File: config.mk
export PLATFORM = sky130hd
export DESIGN_NAME = line2d_rasterizer
export DESIGN_NICKNAME = d
export VERILOG_FILES = /design/src/rtl/line2d_rasterizer.sv
export SDC_FILE = /design/constraint.sdc
export NUM_CORES = 1
export LEC_CHECK = 0
export CAP_MARGIN = 20
export CORE_AREA = 4 4 129 180
export DETAILED_ROUTE_END_ITERATION = 6
export DIE_AREA = 0 0 133 184
export MAX_ROUTING_LAYER = met4
export PLACE_DENSITY = 0.69
export SYNTH_ARGS = -nofsm -noshare
export SYNTH_HDL_FRONTEND = slang
export SYNTH_SLANG_ARGS = --single-unit
File: constraint.sdc
create_clock -name clk -period 6.3 [get_ports clk]
set_input_delay 1.89 -clock clk [delete_from_list [all_inputs] [get_ports clk]]
set_output_delay 1.89 -clock clk [all_outputs]
set_load 0.02 [all_outputs]
File: src/rtl/line2d_rasterizer.sv
// Bresenham line rasterizer: accepts one segment, streams every integer point on it.
// Optional LINE2D_POINT_INDEX_EN adds a pt_index output carrying each point's ordinal.
module line2d_rasterizer #(
  parameter int COORD_W = 12
) (
  input  logic               clk,
  input  logic               rst_n,
  input  logic               line_valid,
  output logic               line_ready,
  input  logic [COORD_W-1:0] x0,
  input  logic [COORD_W-1:0] y0,
  input  logic [COORD_W-1:0] x1,
  input  logic [COORD_W-1:0] y1,
  output logic               pt_valid,
  input  logic               pt_ready,
  output logic [COORD_W-1:0] pt_x,
  output logic [COORD_W-1:0] pt_y,
  output logic               pt_last,
  output logic               busy
`ifdef LINE2D_POINT_INDEX_EN
  ,
  output logic [COORD_W:0]   pt_index
`endif
);

  localparam int EW = COORD_W + 2;

  // Handshakes: a transfer happens on a rising edge where valid && ready; the
  // producer holds valid and its payload stable until that edge.
  typedef enum logic [1:0] {IDLE, SETUP, DRAW} state_t;
  state_t state, state_nxt;

  logic [COORD_W-1:0]  sx0, sy0, ex, ey, cur_x, cur_y, abs_x, abs_y;
  logic signed [EW-1:0] dx, dy, err, err_nxt;
  logic signed [EW:0]   e2, dx_ext, dy_ext;
  logic                 sx_neg, sy_neg, step_x, step_y, pt_fire, at_end;

  assign line_ready = (state == IDLE);
  assign pt_valid   = (state == DRAW);
  assign busy       = (state != IDLE);
  assign pt_x       = cur_x;
  assign pt_y       = cur_y;
  assign at_end     = (cur_x == ex) && (cur_y == ey);
  assign pt_last    = pt_valid && at_end;
  assign pt_fire    = pt_valid && pt_ready;

  assign abs_x  = (sx0 < ex) ? (ex - sx0) : (sx0 - ex);
  assign abs_y  = (sy0 < ey) ? (ey - sy0) : (sy0 - ey);
  assign e2     = {err, 1'b0};
  assign dx_ext = {dx[EW-1], dx};
  assign dy_ext = {dy[EW-1], dy};
  assign step_x = (e2 >= dy_ext);
  assign step_y = (e2 <= dx_ext);

  // Both error updates use the same e2, so they may apply in one step.
  always_comb begin
    err_nxt = err;
    if (step_x) err_nxt = err_nxt + dy;
    if (step_y) err_nxt = err_nxt + dx;
  end

  always_comb begin
    state_nxt = state;
    case (state)
      IDLE:    if (line_valid) state_nxt = SETUP;
      SETUP:   state_nxt = DRAW;
      DRAW:    if (pt_fire && at_end) state_nxt = IDLE;
      default: state_nxt = IDLE;
    endcase
  end

  always_ff @(posedge clk or negedge rst_n) begin
    if (!rst_n) state <= IDLE;
    else        state <= state_nxt;
  end

  always_ff @(posedge clk or negedge rst_n) begin
    if (!rst_n) begin
      sx0    <= '0;
      sy0    <= '0;
      ex     <= '0;
      ey     <= '0;
      cur_x  <= '0;
      cur_y  <= '0;
      dx     <= '0;
      dy     <= '0;
      err    <= '0;
      sx_neg <= 1'b0;
      sy_neg <= 1'b0;
    end else begin
      case (state)
        IDLE: begin
          if (line_valid) begin
            sx0 <= x0;
            sy0 <= y0;
            ex  <= x1;
            ey  <= y1;
          end
        end
        SETUP: begin
          dx     <= $signed({2'b00, abs_x});
          dy     <= -$signed({2'b00, abs_y});
          err    <= $signed({2'b00, abs_x}) - $signed({2'b00, abs_y});
          sx_neg <= !(sx0 < ex);
          sy_neg <= !(sy0 < ey);
          cur_x  <= sx0;
          cur_y  <= sy0;
        end
        DRAW: begin
          // Stalled points keep position and error untouched.
          if (pt_fire && !at_end) begin
            err <= err_nxt;
            if (step_x) cur_x <= sx_neg ? cur_x - COORD_W'(1) : cur_x + COORD_W'(1);
            if (step_y) cur_y <= sy_neg ? cur_y - COORD_W'(1) : cur_y + COORD_W'(1);
          end
        end
        default: ;
      endcase
    end
  end

`ifdef LINE2D_POINT_INDEX_EN
  always_ff @(posedge clk or negedge rst_n) begin
    if (!rst_n)              pt_index <= '0;
    else if (state == SETUP) pt_index <= '0;
    else if (pt_fire)        pt_index <= pt_index + (COORD_W+1)'(1);
  end
`endif

endmodule

# ---- Yosys cells after proc, flatten, opt, wreduce, memory -nomap -nowiden
# Index checks and enable logic that the tools add are counted.
dict set report op_classes {
  addsub 12
  magnitude_cmp 4
  eq_ne 9
  mux 17
  n_reduce_logical 16
}
# op n
set ops {}
lappend ops {{$mux 12} 8}
lappend ops {{$pmux 12 s2} 2}
lappend ops {{$sub 12x12->12} 4}
lappend ops {{$mux 14} 3}
lappend ops {{$pmux 14 s2} 1}
lappend ops {{$add 12x1->12 const B} 2}
lappend ops {{$eq 12x12->1} 2}
lappend ops {{$lt 12x12->1} 2}
lappend ops {{$sub 12x1->12 const B} 2}
lappend ops {{$ge 15x14->1} 1}
lappend ops {{$le 15x13->1} 1}
lappend ops {{$add 14x13->14} 1}
lappend ops {{$add 14x14->14} 1}
lappend ops {{$neg 12->14} 1}
lappend ops {{$sub 12x12->13} 1}
lappend ops {{$ne 2x1->1 const B} 4}
lappend ops {{$pmux 2 s3} 1}
lappend ops {{$reduce_and 2->1} 3}
lappend ops {{$reduce_and 3->1} 2}
lappend ops {{$logic_and 1x1->1} 5}
lappend ops {{$mux 2} 2}
lappend ops {{$reduce_bool 2->1} 2}
lappend ops {{$logic_not 1->1} 3}
lappend ops {{$eq 2x1->1 const B} 1}
lappend ops {{other kinds (3)} 3}
dict set report word_totals {
  reg_bits 116
  inputBits 52
  output_inout_bits 28
  word_cells 70
}

# ---- Logic depth before layout (Yosys ltp)
# Gate-level depths: netlist of the first run.
dict set report depth {
  depth_word 6
  depth_mapped 22
  ltp_nobuf 21
}

# ---- Least setup slack after synthesis of the first run
# Ideal clock, no wire load.
dict set report synth_path {
  path_kind {reg-to-reg}
  from {reg sx0[0]}
  to {reg err[11]}
  setup_time_ps 118
  arrival_ps 4494
  required_time_ps 6182
  path_slack_ps 1688
  path_stages_with_launch 23
  period_less_slack_ps 4612
  path_cell_list {dfrtp_1 > inv_1 > ha_1 > inv_1 > fa_1 > a21o_1 > a21o_1 > a21boi_1 > o311ai_0 > a21oi_2 > buf_2 > mux2i_1 > inv_1 > ha_1 > nor2b_1 > o21ai_0 > a21boi_0 > o211ai_1 > a21oi_1 > o31ai_1 > xor2_1 > o211ai_1 > a21o_1}
}
dict set report synth_between {
  elab_chain_cells 4
}
# element line_no
set synth_rtl {}
lappend synth_rtl {{from (decl)} 33} ;# logic [COORD_W-1:0] sx0, sy0, ex, ey, cur_x, cur_y, abs_x, abs_y;
lappend synth_rtl {{from (signal assigned)} 79} ;# sx0 <= '0;
lappend synth_rtl {{from (signal assigned)} 94} ;# sx0 <= x0;
lappend synth_rtl {{$sub 12x12->12 / $lt 12x12->1 (equally long branches)} 47} ;# assign abs_x = (sx0 < ex) ? (ex - sx0) : (sx0 - ex);
lappend synth_rtl {{$mux 12 *} 47}
lappend synth_rtl {{via abs_x[1]} 33}
lappend synth_rtl {{$sub 12x12->13 *} 103} ;# err <= $signed({2'b00, abs_x}) - $signed({2'b00, abs_y});
lappend synth_rtl {{$pmux 14 s2 *} 91} ;# case (state)
lappend synth_rtl {{to (signal assigned)} 103}
lappend synth_rtl {{to (signal assigned)} 112} ;# err <= err_nxt;
lappend synth_rtl {{to (decl)} 34} ;# logic signed [EW-1:0] dx, dy, err, err_nxt;
# Mark *: on every way through the listed nets, which the timed path passes. The rest lies on a longest branch.
# A chain may end at the register's enable or synchronous reset.

# ---- Worst setup path after layout of the first run
dict set report layout_path {
  from {reg sx0[0]}
  to {reg err[9]}
}
# The elaborated chain is that of the path after synthesis.

==> flow_summary.json, run 1 <==
{
  "yosysWarnings": 0,
  "grt_pass1_vias": 9088,
  "met3_usage_pct": 3.26,
  "grt_overflow": 0,
  "dr_total_vias": 8993,
  "fp.dieW_um": 133,
  "reg2reg_depth": 22,
  "layout_commonest_cell": "ha_1",
  "synthesis.area_um2": 10700,
  "syn_to_final_growth_pct": 15.9,
  "grt_max_degree": 48,
  "r2r_slack_ps": 1130,
  "rsz0062_at_grt": "false",
  "synthFlopType": "dfrtp_1",
  "critPathLaunch": "sx0[0]",
  "endpoint": "err[9]",
  "critPathTopFamily": "compound AO/OA/AOI/OAI gates",
  "skew_ps": 7.40,
  "ys_seq_elements": 116,
  "fin_tns_setup_ps": 0,
  "hold_path.class": "register to register",
  "cts_hold_buffers": 0,
  "layout_common_cells": "ha_1 (133), inv_1 (117), dfrtp_1 (116)",
  "hpwl_um": 22500,
  "critPathCaptureType": "register",
  "final_nets": 1469,
  "initial_core_util_pct": 49.2,
  "use_met2_pct": 42.9,
  "worstSetupPathType": "register to register",
  "root_buffer": "clkbuf_16",
  "critPathLaunchType": "register",
  "critPathMaxStageDelay_ps": 480,
  "fin_crit_sh_pct": 82.0,
  "netlist_instances": 1201,
  "arrival_ps": 5480,
  "crit_chain": "inv_1 > ha_1 > inv_1 > fa_1 > a21o_1 > a21o_1 > a21boi_1 > o311ai_0 > a21oi_2 > buf_4 > mux2i_1 > inv_1 > ha_1 > nor2b_1 > o21ai_0 > a21boi_0 > o211ai_1 > a21oi_1 > nor3_1 > xor2_1 > o21ai_0 > o22a_1",
  "firstDrtPassIters": 7,
  "synth_top_area_share_pct": 27.2,
  "busiest_layer": "met2",
  "ys_seq_area_share_pct": 27.2,
  "synth_edf_count": 0,
  "routed_wl_um": 28600,
  "drt_iter0_drc": 502,
  "status": "finished clean",
  "synthTopCellsByArea": "dfrtp_1 (27%), ha_1 (16%), mux2_2 (6.9%)",
  "place_inst": 1552,
  "core_um2": 21700,
  "crit_fanout": 12,
  "die_y_um": 184,
  "hold_depth": 1,
  "clock_path_buffers": 2,
  "rows": 64,
  "cts_resized": 0,
  "cp.depth": 22,
  "multi_input_area_um2": 7170,
  "hold_viol": 0,
  "regArea_um2": 2900,
  "post-cts-setup-buffers": 0,
  "path_common_cell": "inv_1",
  "async_flop_share_pct": 100,
  "r2r-end": "err[9]",
  "synth_cell_type_count": 80,
  "synth_area_per_cell_um2": 8.89,
  "post-route-min-period_ps": 5170,
  "cts_max_level": 4,
  "num_antenna_cells": 0,
  "gp_congestion": 0.908,
  "finalMaxSlewViolations": 0,
  "ant_nets": 0,
  "cts_buffers": 17,
  "clock_sinks": 116,
  "crit_buf_inv": 4,
  "fillers": 1932,
  "portBuffers": 79,
  "ios": 80,
  "grt_usage_pct": 24.8,
  "post-synth-top-area-cell": "dfrtp_1",
  "drc": 0,
  "crit_slowest_cell": "a21oi_2",
  "fin_cells": 1584,
  "cts.clk_slew.worst_paths_ps": 60,
  "synth_fp_nets": 1396,
  "dieArea_um2": 24500,
  "max_cap_viol_count": 0,
  "detail_route.wl_per_cell_um": 18.1,
  "cts_tree": "yes",
  "clock_latency_ps": 430,
  "met1_usage_pct": 29.0,
  "fmax_mhz": 193,
  "drive_gt1_share_pct": 10.5,
  "r2r_start": "sx0[0]",
  "critical_path_required_ps": 6610,
  "tightest_slew_ps": 820,
  "via_per_inst": 5.68,
  "antenna_found_initial": 0,
  "maxSlewHeadroom_pct": 43.9,
  "grt_pass1_wl_um": 47100,
  "hold_ws_ps": 548,
  "setup_viol": 0
}
## registers in the layout, indices dropped and copies added, names as in the netlist, 2 cells and up
name and cells:
pt_y 12, sy0 12, ex 12, state 2, err 14, dx 12, sx0 12, dy 14
pt_x 12, ey 12
## synthesized netlist by cell type, types with 28 or more instances
cell and instances:
nor3_1 35, ha_1 134, nand2_1 72, nor2_1 85, xnor2_1 62, mux2_2 65
dfrtp_1 116, a21o_1 31, a21oi_1 82, mux2i_1 28, inv_1 117, o21ai_0 61
## cell families (layout without fill, tap and decap cells)
kind of cell | count (synthesis) | after routing | synth area share [%]
mux | 94 | 94 | 9.62
compound gates | 318 | 318 | 19.7
xor+xnor | 90 | 90 | 7.52
buf+inv | 154 | 240 | 5.85
fa+ha+maj | 143 | 143 | 17.4
simple gates | 286 | 286 | 12.8
flops | 116 | 116 | 27.2
## per-stage QoR
stage          util [%]  setup slack [ps]  instance area [um^2]
3_5_place_dp       54.2              1130                 11800
2_1_floorplan         -              1690                 10700
6_report           57.0              1130                 12400
5_1_grt            57.0               527                 12400
4_1_cts            57.0              1110                 12400
3_3_place_gp       54.2              1220                 11800
## worst reg2reg max path, delay by kind of cell, from the launching register on
family          cells  cell delay (ps)
xor+xnor            1              160
fa+ha+maj           3              840
buf+inv             4              480
mux                 1              350
compound gates     11             2450
simple gates        2              380
flops               1              410
## final cells by class
class | count | area share, %
Multi-Input combinational cell | 931 | 57.9
Sequential cell | 116 | 23.5
Clock inverter | 8 | 0.980
Tap cell | 297 | 3.00
Inverter | 118 | 3.58
Timing Repair Buffer | 90 | 7.04
Clock buffer | 24 | 4.05
## per-layer routing
layer  routed length [um]  share of wire, %
met1                12100                42
met2                14500                51
met3                  822               2.9
met4                 1170               4.1
met5                    0                 0
## worst min-delay path by stage
stage | slack (ps) | endpoint | startpoint
6_report | 550 | sy0[9] | sy0[9]
5_1_grt | 560 | dx[0] | dx[0]
4_1_cts | 550 | dx[0] | dx[0]
3_5_place_dp | 540 | dx[0] | dx[0]
3_3_place_gp | 520 | dx[0] | dx[0]
2_1_floorplan | 480 | dy[10] | dy[10]
Power of run 1 is left out: the tool's default activity adds up to more than one toggle a clock period on the data nets, which glitch-free logic cannot reach.
==> run 2, diff against run 1 <==
--- a/config.mk
+++ b/config.mk
@@ -10,7 +10,7 @@
 export DETAILED_ROUTE_END_ITERATION = 6
 export DIE_AREA = 0 0 133 184
 export MAX_ROUTING_LAYER = met4
-export PLACE_DENSITY = 0.69
+export PLACE_DENSITY = 0.72
 export SYNTH_ARGS = -nofsm -noshare
 export SYNTH_HDL_FRONTEND = slang
 export SYNTH_SLANG_ARGS = --single-unit
==> constraint.sdc (replaced) <==
create_clock -name clk -period 4.1 [get_ports clk]
set_input_delay 1.23 -clock clk [delete_from_list [all_inputs] [get_ports clk]]
set_output_delay 1.23 -clock clk [all_outputs]
set_load 0.02 [all_outputs]
==> flow_summary.json, run 2 (synthesized netlist as in run 1, its figures left out) <==
{
  "crit_slowest_cell": "dfrtp_1",
  "core_um2": 21700,
  "clock_sinks": 116,
  "fin_crit_sh_pct": 104,
  "cts_max_level": 4,
  "critPathLaunchType": "register",
  "max_cap_viol_count": 0,
  "layout_commonest_cell": "buf_4",
  "grt_max_degree": 64,
  "reg_top3": "dy: 14 flops, err: 14 flops",
  "regArea_um2": 2900,
  "hold_viol": 0,
  "critPathCaptureType": "register",
  "critPathMaxStageDelay_ps": 420,
  "num_antenna_cells": 0,
  "rows": 64,
  "wl_met1_um": 12500,
  "fmax_mhz": 235,
  "initial_core_util_pct": 49.2,
  "drt_iter0_drc": 527,
  "top_layer": "met4",
  "fp.dieW_um": 133,
  "drc": 0,
  "layout_common_cells": "buf_4 (177), ha_1 (122), dfrtp_1 (116)",
  "grt_overflow": 0,
  "ant_nets": 0,
  "critical_path_required_ps": 4420,
  "hpwl_um": 24300,
  "fin_ws_ps": -153,
  "fillers": 1737,
  "wl_met3_um": 1050,
  "hp-start": "dx[11]",
  "dieArea_um2": 24500,
  "via_per_inst": 5.62,
  "grt_usage_pct": 26.5,
  "portBuffers": 79,
  "grt_pass1_wl_um": 50100,
  "cts_tree": "yes",
  "gp_congestion": 0.943,
  "design_area_um2": 14100,
  "tightest_slew_ps": 996,
  "violations": "negative setup slack",
  "dpl_cell_area_um2": 12900,
  "status": "finished with violations",
  "setup_viol": 4,
  "drive_gt1_share_pct": 26.7,
  "cts_buffers": 17,
  "finalMaxSlewViolations": 0,
  "routed_wl_um": 31300,
  "clock_path_buffers": 2,
  "grt_pass1_vias": 10200,
  "die_y_um": 184,
  "root_buffer": "clkbuf_16",
  "worstSetupPathType": "register to register",
  "ios": 80,
  "detail_route.wl_per_cell_um": 17.9,
  "rsz0062_at_grt": "true",
  "crit_chain": "ha_4 > and4_4 > nand2_1 > a31oi_2 > nor3_2 > buf_4 > buf_4 > mux2_4 > ha_4 > inv_2 > fa_2 > nor2b_2 > o21ai_2 > a21boi_2 > o311a_1 > o41a_1 > a21oi_2 > xnor2_1 > a211o_1 > a31o_2",
  "syn_to_final_growth_pct": 32.1,
  "cts.clk_slew.worst_paths_ps": 60,
  "arrival_ps": 4580,
  "clock_latency_ps": 440,
  "maxSlewHeadroom_pct": 31.9,
  "multi_input_area_um2": 7650,
  "firstDrtPassIters": 5,
  "critPathLaunch": "err[7]",
  "antenna_found_initial": 0,
  "skew_ps": 11.7,
  "dr_total_vias": 9856,
  "hold_path.class": "register to register",
  "post-route-min-period_ps": 4250,
  "final_nets": 1639,
  "cts_hold_buffers": 0,
  "r2r_start": "err[7]",
  "wl_met2_um": 16300,
  "crit_fanout": 3
}
==> run 2: changes by cell type in the layout (fill, tap and decap cells not counted), moves of 6 or more <==
cell,previous run,this run
o21ai_2,0,9
o21ai_1,0,7
ha_1,133,122
o21ai_0,61,44
a21oi_2,3,12
buf_4,12,177
ha_4,0,8
mux2i_1,28,22
a21oi_1,81,72
==> run 2: final timing paths <==
path	end	slack (ps)	depth (start not counted)
max reg2reg	err[10]	-150	20
max	err[10]	-150	20
max in group asynchronous	pt_y[9]	2330	2
min	dx[11]	560	1
min reg2reg	dx[11]	560	1
min in group asynchronous	sx0[7]	900	1
==> run 2: metrics by stage <==
step           cells  hold WS (ps)  setup TNS, ps  worst slack [ps]  util (%)
2_1_floorplan   1201           477          -35.6             -35.6         -
4_1_cts         1743           551           -311              -107      63.3
6_report        1754           556           -285              -153      65.0
5_1_grt         1754           566          -1200              -267      65.0
3_5_place_dp    1705           508          -1170              -375      59.6
3_3_place_gp    1705           504           -848              -282      59.6
==> run 2: timing repair <==
action | 4_1_cts | 5_1_grt
resized for setup | 49 | 63
buffers inserted | 7 | 12
pin swaps | 28 | 39
setup endpoints to repair | 7 | 9
==> run 2: cell type report <==
type	count	area share, %
multi-input combinational	931	54.2
sequential	116	20.6
timing repair buffer	260	15.5
inverter	118	3.14
clock buffer	17	3.01
tap	297	2.63
clock inverter	15	0.949
==> run 2: metal layers <==
layer,vias up,GRT usage [%]
met1,4712,28.8
met2,264,47.5
met3,99,3.15
met5,-,-
met4,0,13.4
li1,4781,-
==> run 2: critical path: cells and delay by family (launching register included) <==
family	cells	cell delay, ps
mux	1	310
buf+inv	3	340
simple gates	4	430
fa+ha+maj	3	650
xor+xnor	1	70
compound gates	8	1900
flops	1	420
Power of run 2 is left out for the same reason.
==> patch: new RTL, config.mk and constraints of run 1 <==
Add a define of `LINE2D_POINT_INDEX_EN`.
--- a/src/rtl/line2d_rasterizer.sv
+++ b/src/rtl/line2d_rasterizer.sv
@@ -2,2 +2,4 @@
 // Optional LINE2D_POINT_INDEX_EN adds a pt_index output carrying each point's ordinal.
+`define LINE2D_POINT_INDEX_EN
+
 module line2d_rasterizer #(
Function (old outputs only; new: pt_index): kept (equiv_simple and equiv_induct, registers matched by name and starting in step).
==> patch against run 1 <==
  * Sequential cell count grew 13
  * Wire length up 8.1%
  * Critical path type unchanged
  * Worst setup slack lost 0.18 ns
  * Final cell count increased by 7.4%
  * Synthesized area is 8.0% higher
  * Cell area up 8.5%
  * Critical path depth decreased by 1
  * Synthesized cell count grew 9.0%
Power is not shown: default switching activity piles up to over one toggle a cycle in this logic, so the estimate is an artifact.
==> patch: results (changes against run 1) <==
dpl ws: 0.988 ns (-0.142 ns)
Post-Synth XOR/XNOR Area: 7.52% (about the same)
WL met3: 1010 um (+22%)
multi-input gates: 1,015 (+9.0%)
Fin Hold WS: 0.544 ns (-0.00345 ns)
mean area per synthesized cell: 8.82 um2 (-0.87%)
final WL: 30,900 um (+8.1%)
seq_cells: 129 (+11%)
met2 Track Usage GR: 45.3% (+2.4 points)
FF-to-FF path depth: 21 (-4.5%)
layout clock buffer count: 17 (-29%)
commonest cells in the netlist: ha_1, dfrtp_1, inv_1
Synth Area in Adders: 16.1% (-1.3 points)
DR WL met2: 15,600 um (+7.6%)
Final clock-cell share: 4.89% (-0.14 points)
initial antenna violation count: 0 (unchanged)
Synthesized Nets: 1,504 (+7.7%)
area occupied by multi-input gates: 7690 um2 (+7.3%)
buffer share of cell area: 7.47% (+0.43 points)
Initial DRT Pass Iterations: 5 (-2)
crit path to: err[13]
Top Registers: dy (14), err (14), pt_index (13)
highest-delay cell along the critical path: dfrtp_1
register share of the cell area: 24.0% (+0.60 points)
PortBufs: 92 (+16%)
WL per Instance: 18.2 um (+0.65%)
Vias: 9,822 (+9.2%)
initial drt markers: 580 (+16%)
Largest stage delay, worst path: 0.41 ns (-0.07 ns)
post-synthesis mux area share: 10.3% (+0.69 points)
clk buf depth: 2 (unchanged)
layout cell share with drive strength beyond 1: 10.0% (-0.45 points)
status: finished, final reports clean
Synth Area in Compound Gates: 18.4% (-1.3 points)
clock skew: 0.00900 ns (+0.00160 ns)
register area: 3230 um2 (+11%)
CP max FO: 19 (+7)
H-tree depth: 4 (unchanged)
M1 WL: 13,100 um (+8.1%)
crit path time final: 5.35 ns (+0.180 ns)
top cells by area, synth: dfrtp_1, ha_1, mux2_2, inv_1, a21oi_1
Inverters excl. clock: 127 (+7.6%)
largest net degree at the start of global routing: 91 (+90%)
vias in the first global route: 9,921 (+9.2%)
buffers outside the clock class: 101 (+12%)
Slew headroom: 33.9% (-10 points)
R2R Setup Slk: 0.95 ns (-0.18 ns)
Filler cells: 1,905 (-1.4%)
Tot GR Track Use: 26.3% (+1.5 points)
global-route wire length before repair: 50,100 um (+6.3%)
GP Congestion: 0.890 (-2.0%)
final net count: 1,586 (+8.0%)
hpwl dp: 24,100 um (+6.7%)
grt met1 use: 31.0% (+2.0 points)
Inst Count DP: 1,669 (+7.5%)
patch: cell types whose count changed in the layout (fill, tap and decap cells not counted), moves of 8 or more:
cell / before / now
mux2i_1: 28 / 41
clkdlybuf4s50_1: 78 / 91
dfrtp_1: 116 / 129
xor2_1: 26 / 48
xnor2_1: 62 / 40
nand3_1: 17 / 25
a21o_1: 31 / 14
inv_1: 117 / 127
nand2_1: 71 / 96
o21ai_0: 61 / 86
o21a_1: 21 / 33
patch: logic make-up after synthesis:
logic type      Yosys count
simple gates            336
compound gates          332
buf+inv                 165
fa+ha+maj               143
flops                   129
mux                     110
xor+xnor                 94
patch: how the worst min path moves through the flow:
stage | start | end | depth (start not counted)
floorplan | dy[0] | dy[0] | 1
global placement | sy0[10] | sy0[10] | 1
detailed placement | sy0[10] | sy0[10] | 1
CTS | sy0[10] | sy0[10] | 1
global route | sy0[10] | sy0[10] | 1
finish | sy0[10] | sy0[10] | 1
